$ cat config.mk
export PLATFORM = sky130hd
export DESIGN_NAME = fp32_mul_seq
export DESIGN_NICKNAME = d
export VERILOG_FILES = /design/src/rtl/fp32_pkg.sv /design/src/rtl/fp32_mant_mac.sv /design/src/rtl/fp32_mul_seq.sv
export SDC_FILE = /design/constraint.sdc
export NUM_CORES = 1
export LEC_CHECK = 0
export BUFFER_PORTS_ARGS = -buffer_cell sky130_fd_sc_hd__buf_2
export CAP_MARGIN = 0
export CORE_MARGIN = 4
export CORE_UTILIZATION = 40
export CTS_BUF_LIST = sky130_fd_sc_hd__clkbuf_4
export DETAILED_ROUTE_END_ITERATION = 10
export SETUP_SLACK_MARGIN = 0.3
export SKIP_CTS_REPAIR_TIMING = 1
export SYNTH_ARGS = -nofsm -noshare
export SYNTH_HDL_FRONTEND = slang
export SYNTH_SLANG_ARGS = --single-unit
$ cat constraint.sdc
create_clock -name clk -period 6.55 [get_ports clk]
set_input_delay 0.655 -clock clk [delete_from_list [all_inputs] [get_ports clk]]
set_output_delay 0.655 -clock clk [all_outputs]
set_load 0.01 [all_outputs]
$ cat src/rtl/fp32_pkg.sv
// Shared FP32 types and constants for the sequential multiplier.
package fp32_pkg;

    typedef struct packed {
        logic        sign;
        logic [7:0]  exp;
        logic [22:0] frac;
    } fp32_t;

    localparam int          FP32_BIAS    = 127;
    localparam int          FP32_EXP_MAX = 255;
    localparam logic [31:0] FP32_QNAN    = 32'h7FC00000;
    localparam logic [31:0] FP32_MAX_FIN = 32'h7F7FFFFF;

    typedef enum logic [1:0] {
        IDLE = 2'd0,
        MUL  = 2'd1,
        NORM = 2'd2,
        DONE = 2'd3
    } fp32_mul_state_e;

endpackage

$ cat src/rtl/fp32_mant_mac.sv
// Shift-add 24x24 mantissa multiplier: retires BITS_PER_CYCLE multiplier
// bits per step into a 48-bit accumulator. Only the bits needed for
// normalisation (prod[47:23]) are exported.
module fp32_mant_mac #(
    parameter int BITS_PER_CYCLE = 1
) (
    input  logic        clk,
    input  logic        srst,
    input  logic        load,
    input  logic        step,
    input  logic [23:0] mcand,
    input  logic [23:0] mplr,
    output logic [24:0] prod_hi
);

    logic [47:0] acc_q, acc_d;
    logic [47:0] mcand_q, mcand_d;
    logic [23:0] mplr_q, mplr_d;
    logic [47:0] step_sum;
    logic [47:0] pp [BITS_PER_CYCLE];

    // One shifted copy of the multiplicand per multiplier bit retired this step.
    generate
        for (genvar gi = 0; gi < BITS_PER_CYCLE; gi++) begin : g_pp
            assign pp[gi] = mplr_q[gi] ? (mcand_q << gi) : 48'd0;
        end
    endgenerate

    // Load clears the accumulator; step adds the partial products and shifts.
    always_comb begin
        step_sum = 48'd0;
        for (int i = 0; i < BITS_PER_CYCLE; i++) begin
            step_sum = step_sum + pp[i];
        end
        acc_d   = acc_q;
        mcand_d = mcand_q;
        mplr_d  = mplr_q;
        if (load) begin
            acc_d   = 48'd0;
            mcand_d = {24'd0, mcand};
            mplr_d  = mplr;
        end else if (step) begin
            acc_d   = acc_q + step_sum;
            mcand_d = mcand_q << BITS_PER_CYCLE;
            mplr_d  = mplr_q >> BITS_PER_CYCLE;
        end
    end

    // Accumulator and operand shift registers.
    always_ff @(posedge clk) begin
        if (srst) begin
            acc_q   <= 48'd0;
            mcand_q <= 48'd0;
            mplr_q  <= 24'd0;
        end else begin
            acc_q   <= acc_d;
            mcand_q <= mcand_d;
            mplr_q  <= mplr_d;
        end
    end

    assign prod_hi = acc_q[47:23];

endmodule

$ cat src/rtl/fp32_mul_seq.sv
// Iterative FP32 multiplier: IDLE -> MUL (24/BITS_PER_CYCLE cycles) -> NORM -> DONE.
// Result is registered on leaving NORM; out_valid is registered one cycle
// later so the accept-to-valid latency is N+2 cycles regardless of data.
// Optional IEEE special handling (NaN/inf) is enabled by FP32_MUL_SPECIALS_EN.
module fp32_mul_seq
    import fp32_pkg::*;
#(
    parameter int BITS_PER_CYCLE = 1
) (
    input  logic        clk,
    input  logic        reset,
    input  logic        in_valid,
    output logic        in_ready,
    input  logic [31:0] a,
    input  logic [31:0] b,
    output logic        out_valid,
    input  logic        out_ready,
    output logic [31:0] result,
    output logic        busy
);

    localparam int         N        = 24 / BITS_PER_CYCLE;
    localparam logic [4:0] CNT_LAST = 5'(N - 1);

    fp32_mul_state_e   state_q, state_d;
    logic [4:0]        cnt_q, cnt_d;
    logic              sign_q, sign_d;
    logic              zero_q, zero_d;
    logic signed [9:0] exp_sum_q, exp_sum_d;
    logic              out_valid_q, out_valid_d;
    logic [31:0]       result_q, result_d;
`ifdef FP32_MUL_SPECIALS_EN
    logic              nan_q, nan_d;
    logic              inf_q, inf_d;
`endif

    fp32_t             a_f, b_f, res_f;
    logic              accept, mac_step;
    logic [24:0]       prod_hi;
    logic signed [9:0] exp_fin;
    logic [22:0]       frac_n;

    assign a_f      = a;
    assign b_f      = b;
    assign in_ready = (state_q == IDLE) && !reset;
    assign accept   = in_valid && in_ready;
    assign mac_step = (state_q == MUL);

    fp32_mant_mac #(.BITS_PER_CYCLE(BITS_PER_CYCLE)) u_mac (
        .clk     (clk),
        .srst    (reset),
        .load    (accept),
        .step    (mac_step),
        .mcand   ({|a_f.exp, a_f.frac}),
        .mplr    ({|b_f.exp, b_f.frac}),
        .prod_hi (prod_hi)
    );

    // Next-state, operand capture, normalisation and packing.
    always_comb begin
        state_d     = state_q;
        cnt_d       = cnt_q;
        sign_d      = sign_q;
        zero_d      = zero_q;
        exp_sum_d   = exp_sum_q;
        result_d    = result_q;
        out_valid_d = (state_q == DONE) && !(out_valid_q && out_ready);
`ifdef FP32_MUL_SPECIALS_EN
        nan_d       = nan_q;
        inf_d       = inf_q;
`endif
        exp_fin     = exp_sum_q + {9'd0, prod_hi[24]};
        frac_n      = prod_hi[24] ? prod_hi[23:1] : prod_hi[22:0];
        res_f       = '{sign: sign_q, exp: exp_fin[7:0], frac: frac_n};

        case (state_q)
            IDLE: begin
                if (accept) begin
                    state_d   = MUL;
                    cnt_d     = 5'd0;
                    sign_d    = a_f.sign ^ b_f.sign;
                    zero_d    = (a_f.exp == 8'd0) || (b_f.exp == 8'd0);
                    exp_sum_d = $signed({2'b00, a_f.exp}) + $signed({2'b00, b_f.exp})
                                - 10'(FP32_BIAS);
`ifdef FP32_MUL_SPECIALS_EN
                    nan_d = ((a_f.exp == 8'hFF) && (a_f.frac != 23'd0)) ||
                            ((b_f.exp == 8'hFF) && (b_f.frac != 23'd0));
                    inf_d = (a_f.exp == 8'hFF) || (b_f.exp == 8'hFF);
`endif
                end
            end
            MUL: begin
                cnt_d = cnt_q + 5'd1;
                if (cnt_q == CNT_LAST) begin
                    state_d = NORM;
                end
            end
            NORM: begin
                state_d = DONE;
`ifdef FP32_MUL_SPECIALS_EN
                if (nan_q || (inf_q && zero_q)) begin
                    result_d = FP32_QNAN;
                end else if (inf_q) begin
                    result_d = {sign_q, 8'hFF, 23'd0};
                end else if (zero_q || (exp_fin <= 10'sd0)) begin
                    result_d = {sign_q, 31'd0};
                end else if (exp_fin >= 10'(FP32_EXP_MAX)) begin
                    result_d = {sign_q, 8'hFF, 23'd0};
                end else begin
                    result_d = res_f;
                end
`else
                if (zero_q || (exp_fin <= 10'sd0)) begin
                    result_d = {sign_q, 31'd0};
                end else if (exp_fin >= 10'(FP32_EXP_MAX)) begin
                    result_d = {sign_q, FP32_MAX_FIN[30:0]};
                end else begin
                    result_d = res_f;
                end
`endif
            end
            DONE: begin
                if (out_valid_q && out_ready) begin
                    state_d = IDLE;
                end
            end
            default: state_d = IDLE;
        endcase
    end

    // State and datapath registers; reset discards any in-flight operation.
    always_ff @(posedge clk) begin
        if (reset) begin
            state_q     <= IDLE;
            cnt_q       <= 5'd0;
            sign_q      <= 1'b0;
            zero_q      <= 1'b0;
            exp_sum_q   <= 10'sd0;
            out_valid_q <= 1'b0;
            result_q    <= 32'd0;
`ifdef FP32_MUL_SPECIALS_EN
            nan_q       <= 1'b0;
            inf_q       <= 1'b0;
`endif
        end else begin
            state_q     <= state_d;
            cnt_q       <= cnt_d;
            sign_q      <= sign_d;
            zero_q      <= zero_d;
            exp_sum_q   <= exp_sum_d;
            out_valid_q <= out_valid_d;
            result_q    <= result_d;
`ifdef FP32_MUL_SPECIALS_EN
            nan_q       <= nan_d;
            inf_q       <= inf_d;
`endif
        end
    end

    assign out_valid = out_valid_q;
    assign result    = result_q;
    assign busy      = (state_q != IDLE);

endmodule

* Yosys cells after proc, flatten, opt, wreduce, memory -nomap -nowiden
Cells that the tools add are included.
Storage, ports and cells: register bits 172, input bits 68
Operators by class: equality and inequality tests 7, reduce and logical (&&, ||, !) cells 20, $add $sub $neg 5, order comparisons 2, muxes and demuxes 14, bitwise operators 1
Operators with widths (count):
- 24-bit 2-to-1 mux | 4
- 31-bit 2-to-1 mux | 2
- 48-bit adder | 1
- 48-bit 2-to-1 mux | 1
- 23-bit 2-to-1 mux | 1
- 8-bit logical NOT | 2
- 8-bit OR reduction | 2
- 10-bit by 1-bit adder with 10-bit output | 1
- 10-bit by 9-bit greater-or-equal comparator with 1-bit output, second input constant | 1
- 10-bit by 1-bit <= comparator with 1-bit output, second input constant | 1
- 5-bit one-hot mux with 2 select lines | 1
- 9-bit by 7-bit subtractor with 10-bit output, second input constant | 1
- 8-bit by 8-bit adder with 9-bit output | 1
- 2-bit one-hot mux with 4 select lines | 1
- 2-bit 2-to-1 mux | 3
- 2-bit nonzero test | 3
- 5-bit by 1-bit adder with 5-bit output, second input constant | 1
- 5-bit equality test, second input constant | 1
- 5-bit 2-to-1 mux | 1
- 2-bit equality test, second input constant | 2
- 1-bit logical AND | 4
- 2-bit by 1-bit != test with 1-bit output, second input constant | 2
- 2-bit AND reduction | 2
- 3-bit AND reduction | 1
- 7 further kinds | 9

* Longest topological paths before layout
Gate-level depths: netlist of run 1.
word-level depth 5, mapped depth 15, depth with buffers taken out 13

* By module
A second synthesis of run 1 with hierarchy kept.
Second synthesis, totals: cells, all modules 1312, area, all modules 10998.0 um2
Modules (own cells, without submodules):
- fp32_mant_mac | instances 1, cells each 925, seq. area each 2402.3 um2, area each 7652.3 um2
- fp32_mul_seq | instances 1, cells each 387, seq. area each 1041.0 um2, area each 3345.7 um2

* Worst setup path after synthesis of run 1
Ideal clock, no wire load.
path type register to register, start point register u_mac.mplr_q[0], end point register u_mac.acc_q[24], stages on the path, launching flop included 16, required time 6492 ps, setup slack 3314 ps, arrival time 3178 ps, setup time 58 ps, path buffers 2, cells stage by stage dfxtp_1 > clkbuf_1 > clkbuf_1 > and2_1 > ha_1 > fa_1 > a21oi_1 > nor2_1 > or2_1 > a21boi_1 > or2b_2 > o21ai_2 > a311oi_1 > o21ai_0 > a2111oi_0 > or3b_1
On the way: longest elaborated chain between the ends 2
Ends and longest elaborated chain:
- from (decl) | RTL line fp32_mant_mac.sv:18 | logic [23:0] mplr_q, mplr_d;
- from (signal assigned) | RTL line fp32_mant_mac.sv:58 | mplr_q <= mplr_d;
- 48-bit 2-to-1 mux | RTL line fp32_mant_mac.sv:25 | assign pp[gi] = mplr_q[gi] ? (mcand_q << gi) : 48'd0;
- 48-bit adder | RTL line fp32_mant_mac.sv:43 | acc_d = acc_q + step_sum;
- to (signal assigned) | RTL line fp32_mant_mac.sv:52 | acc_q <= 48'd0;
- to (signal assigned) | RTL line fp32_mant_mac.sv:56 | acc_q <= acc_d;
- to (decl) | RTL line fp32_mant_mac.sv:16 | logic [47:0] acc_q, acc_d;
No other way between the ends. A chain may end at the register's enable or synchronous reset.

* Worst setup path in the final report of run 1
Same ends and word-level chain as after synthesis.

==> results.json, run 1 <==
{
  "wl_um": 24700,
  "finalNetCount": 1427,
  "rsz0062_at_grt": "false",
  "run_status": "finished clean",
  "die_w_um": 170,
  "htree_num_levels": 4,
  "cp_max_fo": 50,
  "hold_viol": 0,
  "r2r_slack_ps": 2960,
  "setup_violations": 0,
  "grt_pass1_wl_um": 41300,
  "io-pin-count": 103,
  "synth_area_leaders": "dfxtp_1 (33%), mux2i_1 (9.6%), ha_1 (8.4%)",
  "core_mm2": 0.0255,
  "viasPerCell": 5.34,
  "route.detailed.drc": 0,
  "min_period_ps": 3590,
  "end_kind": "flop",
  "vdd_drop_max_mv": 0.155,
  "path_clk_slew_ps": 160,
  "ff2ff_path_depth": 14,
  "finClkSkew_ps": 24.1,
  "dpl.hpwl_um": 17600,
  "cts_tree": "built",
  "synth_cells": 1242,
  "clk_path_buf_depth": 2,
  "grt-ovfl-total": 0,
  "grt_max_degree": 108,
  "cp-start-kind": "flop",
  "hold-path-endpoint": "u_mac.mcand_q[0]$_SDFFE_PP0P_",
  "rows": 58,
  "post-route-period-util_pct": 54.8,
  "path_class": "reg -> reg",
  "fin_ws_ps": 2960,
  "numCtsBuffers": 17,
  "final_util_pct": 45.0,
  "dp_slack_ps": 3020,
  "cts.sinks": 172,
  "report.final.slew_viol_count": 0,
  "vias": 8715,
  "hp-class": "in -> reg",
  "initial_utilization_pct": 41.1,
  "reg2reg_to": "u_mac.acc_q[24]$_SDFFE_PP0P_",
  "synth.yosys.seq_area_share_pct": 32.9,
  "synth_warnings": 0,
  "firstDrtPassIters": 5,
  "yosys.area.top_type": "dfxtp_1",
  "gp_congestion": 0.880,
  "synth-edff-count": 0,
  "syn-num-nets": 1382,
  "die_h_um": 170,
  "wl_per_cell_um": 15.1,
  "synth_top_area_share_pct": 32.9,
  "setup-tns-final_ps": 0,
  "area.growth.synth_to_final_pct": 9.42,
  "synth-main-ff-cell": "dfxtp_1",
  "io_buffers": 102,
  "insertion_delay_ps": 570,
  "min_from": "a[0]",
  "dr.first_iter.drc_count": 536,
  "yosysUniqueCellTypes": 71,
  "async_reset_ff_share_pct": 0,
  "whs_path_depth": 3,
  "syn_area_mm2": 0.0105,
  "reg2reg_from": "u_mac.mplr_q[0]$_SDFFE_PP0P_",
  "drive_above_1_share_pct": 13.9,
  "p_leak_nw": 4.61,
  "cp.arrival_ps": 4100,
  "grt_pass1_vias": 8436,
  "ant_nets": 0,
  "pwr_density_cell_mw_per_mm2": 237,
  "crit_required_ps": 7060,
  "maxCapViolCount": 0,
  "antenna_found_initial": 2,
  "synth_seq_cells": 172,
  "slew_headroom_pct": 32.8,
  "max_freq_ghz": 0.279,
  "die_area_mm2": 0.0288,
  "track_usage_pct": 17.0,
  "cts-root-buf": "clkbuf_4",
  "avgSynthCellArea_um2": 8.43,
  "tightest_slew_ps": 1010
}
## layer usage
layer | part of all wire (%) | up-vias | global-route usage, %
met5 | 0.049 | - | 0
met4 | 1.4 | 2 | 3.99
met3 | 3.6 | 28 | 3.47
met2 | 45 | 135 | 27.4
met1 | 49 | 4035 | 23.3
li1 | - | 4515 | -
## worst max path at each step
| stage | start | endpoint | cells past startpoint |
|---|---|---|---|
| 2_1_floorplan | u_mac.mplr_q[0]$_SDFFE_PP0P_ | u_mac.acc_q[24]$_SDFFE_PP0P_ | 15 |
| 3_3_place_gp | u_mac.mplr_q[0]$_SDFFE_PP0P_ | u_mac.acc_q[41]$_SDFFE_PP0P_ | 13 |
| 3_5_place_dp | u_mac.mplr_q[0]$_SDFFE_PP0P_ | u_mac.acc_q[41]$_SDFFE_PP0P_ | 13 |
| 4_1_cts | u_mac.mplr_q[0]$_SDFFE_PP0P_ | u_mac.acc_q[41]$_SDFFE_PP0P_ | 13 |
| 5_1_grt | u_mac.mplr_q[0]$_SDFFE_PP0P_ | u_mac.acc_q[24]$_SDFFE_PP0P_ | 14 |
| 6_report | u_mac.mplr_q[0]$_SDFFE_PP0P_ | u_mac.acc_q[24]$_SDFFE_PP0P_ | 14 |
## area by class of cell
type	instances	area, um^2
fill	2572	14000
multi-input combinational	959	6610
sequential	172	3440
timing repair buffer	111	578
tap	330	413
clock inverter	15	184
clock buffer	17	128
inverter	26	97.6
antenna	1	2.50
## registers in the layout, indices dropped and copies added (netlist names), 2 cells and up
register,count
u_mac.mplr_q,24
result,32
cnt_q,5
exp_sum_q,10
state_q,2
u_mac.acc_q,48
u_mac.mcand_q,48
## cell usage after synthesis, types with 4 or more instances
cell,count
a31oi_1,9
a211oi_1,55
o21bai_1,11
nor2_1,144
nor2b_1,7
and2_1,50
nand2b_1,37
a22oi_1,4
buf_4,5
nor3_1,8
nand2_1,60
a21oi_1,95
nor4_1,4
or3_1,4
or4_1,4
ha_1,70
mux2_2,21
dfxtp_1,172
a21o_1,20
o21ai_0,70
nand3_1,40
nand4_1,19
inv_1,26
and3_1,6
clkbuf_1,65
o21ai_2,4
buf_1,7
buf_2,6
xor2_1,15
mux2i_1,100
o22ai_1,5
xnor2_1,39
## critical path: stages (launching register included)
cell       delay [ps]
dfxtp_1           330
buf_4             250
and2_1            200
ha_1              200
fa_1              400
a21oi_1           200
nor2_1             90
or2_1             260
a21boi_1          170
or2b_2            170
o21ai_2            90
a311oi_1          420
o21ai_0           190
a2111oi_0         390
or3b_1            160
## power by group
group / total [mW] / switching [mW] / leakage [nW] / internal, mW
clock network: 0.675 / 0.405 / 0.157 / 0.271
logic: 0.798 / 0.470 / 3.06 / 0.329
registers: 1.24 / 0.0839 / 1.40 / 1.16
## cell families after synthesis
group / share of synthesized area, %
xor gates and xnor gates: 4.52
DFF: 32.9
muxes: 11.8
adders and majority gates: 8.75
and+or+nand+nor: 18.7
buffers and inverters: 4.26
AOI/OAI and AO/OA: 19.0
## layout by cell type, fill, tap and decap left out, types with 6 or more instances in the layout
cell / Yosys / routed
buf_2: 6 / 102
xnor2_1: 39 / 39
dfxtp_1: 172 / 172
o21ai_0: 70 / 70
xor2_1: 15 / 15
a31oi_1: 9 / 9
inv_1: 26 / 26
a21o_1: 20 / 20
buf_4: 5 / 9
o21bai_1: 11 / 11
mux2i_1: 100 / 100
nand3_1: 40 / 40
and2_1: 50 / 50
nand2b_1: 37 / 37
nor2b_1: 7 / 7
and3_1: 6 / 6
nand2_1: 60 / 58
nor3_1: 8 / 8
a21oi_1: 95 / 95
a211oi_1: 55 / 55
clkbuf_4: 0 / 17
nand4_1: 19 / 19
ha_1: 70 / 69
mux2_2: 21 / 21
nor2_1: 144 / 144
## per-stage QoR
stage	hold WS, ps	std cells	power (mW)	instance area, um^2
finish	334	1631	2.71	11500
floorplan	435	1242	1.87	10500
detailed placement	448	1598	2.07	11100
global route	279	1631	2.88	11500
global placement	446	1598	2.06	11100
CTS	298	1630	2.74	11500
Power figures use the tool's default switching activity.
==> run 2: changes to the inputs <==
--- a/config.mk
+++ b/config.mk
@@ -5,6 +5,7 @@
 export SDC_FILE = /design/constraint.sdc
 export NUM_CORES = 1
 export LEC_CHECK = 0
+export ABC_AREA = 1
 export BUFFER_PORTS_ARGS = -buffer_cell sky130_fd_sc_hd__buf_2
 export CAP_MARGIN = 0
 export CORE_MARGIN = 4
==> constraint.sdc (replaced) <==
create_clock -name clk -period 2.9 [get_ports clk]
set_input_delay 0.29 -clock clk [delete_from_list [all_inputs] [get_ports clk]]
set_output_delay 0.29 -clock clk [all_outputs]
set_load 0.01 [all_outputs]
==> run 2 against run 1 <==
- sequential share of layout area is 4.7 points lower
- via count is 41% higher
- worst setup slack worse by 2700 ps
- non-clock buffer count is 67 higher
- combinational power grew to 3.7 times the previous value
- first-iteration DRC count is 57% higher
- flip-flop and latch count stayed put
- die area is 11% higher
- critical path depth stayed put
- area after synthesis is 12% higher
- final area is 19% higher
==> results.json, run 2 <==
{
  "syn_area_mm2": 0.0117,
  "place_area_mm2": 0.0126,
  "initial_utilization_pct": 40.6,
  "ant_nets": 0,
  "critPathMostFrequentCell": "inv_1",
  "p_seq_share_pct": 41.8,
  "p_leak_nw": 7.21,
  "synth.yosys.seq_area_share_pct": 29.4,
  "gp_congestion": 0.953,
  "critical_path.cell_chain": "buf_12 > nand2_1 > inv_1 > ha_2 > nand2_1 > nor2_2 > inv_1 > nor3_4 > nand3b_1 > buf_4 > nand4_1 > nand3_1 > o211ai_1 > inv_1",
  "avgSynthCellArea_um2": 6.07,
  "yosys.area.top_type": "dfxtp_1",
  "hp-class": "in -> reg",
  "synth-edff-count": 0,
  "viasPerCell": 5.01,
  "io-pin-count": 103,
  "power_frac_comb_pct": 39.9,
  "reg2reg_to": "u_mac.acc_q[21]$_SDFFE_PP0P_",
  "synth.most_common_cell": "nand2_1",
  "hold_viol": 0,
  "fin_hold_ws_ps": 146,
  "wl_um": 34800,
  "cp-start-kind": "flop",
  "pwr_density_cell_mw_per_mm2": 546,
  "firstDrtPassIters": 7,
  "cts_tree": "built",
  "cp.buffers_inverters": 5,
  "area.growth.synth_to_final_pct": 16.1,
  "stdcell_area_mm2": 0.0136,
  "final_util_pct": 47.2,
  "run_status": "finished clean",
  "htree_num_levels": 4,
  "power.switching_mw": 3.19,
  "min_from": "b[30]",
  "die_h_um": 179,
  "setup_violations": 0,
  "final_common_cell": "nand2_1",
  "dp_slack_ps": 140,
  "end_kind": "flop",
  "r2r_slack_ps": 290,
  "cts-root-buf": "clkbuf_4",
  "p_clk_share_pct": 18.3,
  "synth_seq_cells": 172,
  "numPlacedInstances": 2354,
  "report.final.slew_viol_count": 0,
  "tightest_slew_ps": 901,
  "insertion_delay_ps": 610,
  "io_buffers": 102,
  "post-route-period-util_pct": 90.0,
  "p_int_mw": 4.22,
  "die_w_um": 179,
  "fin_ws_ps": 291,
  "min_period_ps": 2610,
  "grt_pass1_vias": 11200,
  "path_class": "reg -> reg",
  "cp_max_fo": 24,
  "antenna_found_initial": 2,
  "whs_path_depth": 4,
  "route.detailed.drc": 0,
  "reg2reg_from": "u_mac.mplr_q[0]$_SDFFE_PP0P_",
  "ff2ff_path_depth": 14,
  "setup-tns-final_ps": 0,
  "power_mw": 7.41,
  "layout_common_cells": "nand2_1 (603), inv_1 (320), dfxtp_1 (171)",
  "crit_required_ps": 3390,
  "rsz0062_at_grt": "true",
  "grt_pass1_wl_um": 54900,
  "swShare_pct": 43.0,
  "crit_slowest_cell": "dfxtp_4",
  "die_area_mm2": 0.0320,
  "grt-ovfl-total": 0,
  "synth_warnings": 0,
  "dpl.hpwl_um": 25000,
  "synth_area_leaders": "dfxtp_1 (29%), nand2_1 (20%), inv_1 (10%)",
  "rows": 62,
  "crit_family": "simple AND/OR/NAND/NOR gates",
  "stdcell_count": 2449,
  "hold-path-endpoint": "exp_sum_q[8]$_SDFFE_PP0P_",
  "syn-num-nets": 2067,
  "async_reset_ff_share_pct": 0,
  "max_freq_ghz": 0.383,
  "finClkSkew_ps": 35.1,
  "maxCapViolCount": 0,
  "slew_headroom_pct": 39.9,
  "cp.arrival_ps": 3100,
  "synth-main-ff-cell": "dfxtp_1",
  "core_mm2": 0.0288,
  "vias": 12300,
  "grt_max_degree": 148,
  "numCtsBuffers": 17,
  "synth_cells": 1927,
  "clk_path_buf_depth": 2,
  "wl_per_cell_um": 14.2,
  "yosysUniqueCellTypes": 38,
  "dr.first_iter.drc_count": 842,
  "finalNetCount": 2190,
  "slowest_delay_ps": 410,
  "path_clk_slew_ps": 130,
  "synthTopCellsByCount": "nand2_1 (613), inv_1 (321), dfxtp_1 (172), nor2_1 (157), nand3_1 (120)",
  "drive_above_1_share_pct": 10.0,
  "track_usage_pct": 21.1,
  "vdd_drop_max_mv": 0.524,
  "synth_top_area_share_pct": 29.4,
  "cts.sinks": 172
}
-- run 2: cell count changes after synthesis, sizes merged, moves of 21 or more --
cell,previous run,this run
nand2b,37,0
xnor2,39,5
o21ai,77,123
inv,26,325
mux2,21,0
a211oi,55,0
nand2,61,615
mux2i,100,0
and2,50,1
a31oi,10,50
nand3,40,120
-- run 2: logic make-up (layout without fill, tap and decap cells) --
kind of cell               count (synthesis)  after routing  synth area share (%)
adders and majority gates                 72             72                  7.83
AOI/OAI and AO/OA                        319            319                  15.1
xor gates and xnor gates                  29             29                  2.17
and+or+nand+nor                          936            936                  32.3
other                                      0              2                     0
buffers and inverters                    399            535                  13.2
DFF                                      172            172                  29.4
-- run 2: worst reg2reg max path, cell delays in order (launching register included) --
cell	delay [ps]
dfxtp_4	410
buf_12	180
nand2_1	90
inv_1	40
ha_2	360
nand2_1	160
nor2_2	170
inv_1	90
nor3_4	260
nand3b_1	240
buf_4	210
nand4_1	80
nand3_1	70
o211ai_1	110
inv_1	50
-- run 2: worst max path at each step --
stage | slack [ps] | end | startpoint | depth (start not counted)
finish | 290 | u_mac.acc_q[21]$_SDFFE_PP0P_ | u_mac.mplr_q[0]$_SDFFE_PP0P_ | 14
global route | 200 | u_mac.acc_q[37]$_SDFFE_PP0P_ | u_mac.mplr_q[0]$_SDFFE_PP0P_ | 15
CTS | 120 | u_mac.acc_q[37]$_SDFFE_PP0P_ | u_mac.mplr_q[0]$_SDFFE_PP0P_ | 15
detailed placement | 140 | u_mac.acc_q[37]$_SDFFE_PP0P_ | u_mac.mplr_q[0]$_SDFFE_PP0P_ | 15
global placement | 120 | u_mac.acc_q[37]$_SDFFE_PP0P_ | u_mac.mplr_q[0]$_SDFFE_PP0P_ | 15
floorplan | 470 | u_mac.acc_q[34]$_SDFFE_PP0P_ | u_mac.mplr_q[0]$_SDFFE_PP0P_ | 19
-- run 2: area by class of cell --
class	instances	area, um^2
clock inverter	13	118
antenna	2	5.00
sequential	172	3450
inverter	325	1220
multi-input combinational	1356	6870
timing repair buffer	178	1300
clock buffer	19	143
fill	3061	15200
tap	384	480
-- run 2: routing by layer --
metal / global-route usage [%] / up-vias / wire [um]
li1: - / 6324 / -
met1: 29.1 / 5591 / 16600
met2: 33.7 / 301 / 15800
met3: 3.63 / 46 / 1560
met4: 6.20 / 0 / 881
met5: 0 / - / 0
-- run 2: power groups by stage --
stage | Combinational (mW) | Clock [mW] | Sequential (mW)
2_1_floorplan | 2.13 | 0 | 3.03
3_3_place_gp | 2.84 | 0 | 3.14
3_5_place_dp | 2.87 | 0 | 3.14
4_1_cts | 2.88 | 1.42 | 3.09
5_1_grt | 3.39 | 1.50 | 3.14
6_report | 2.96 | 1.35 | 3.10
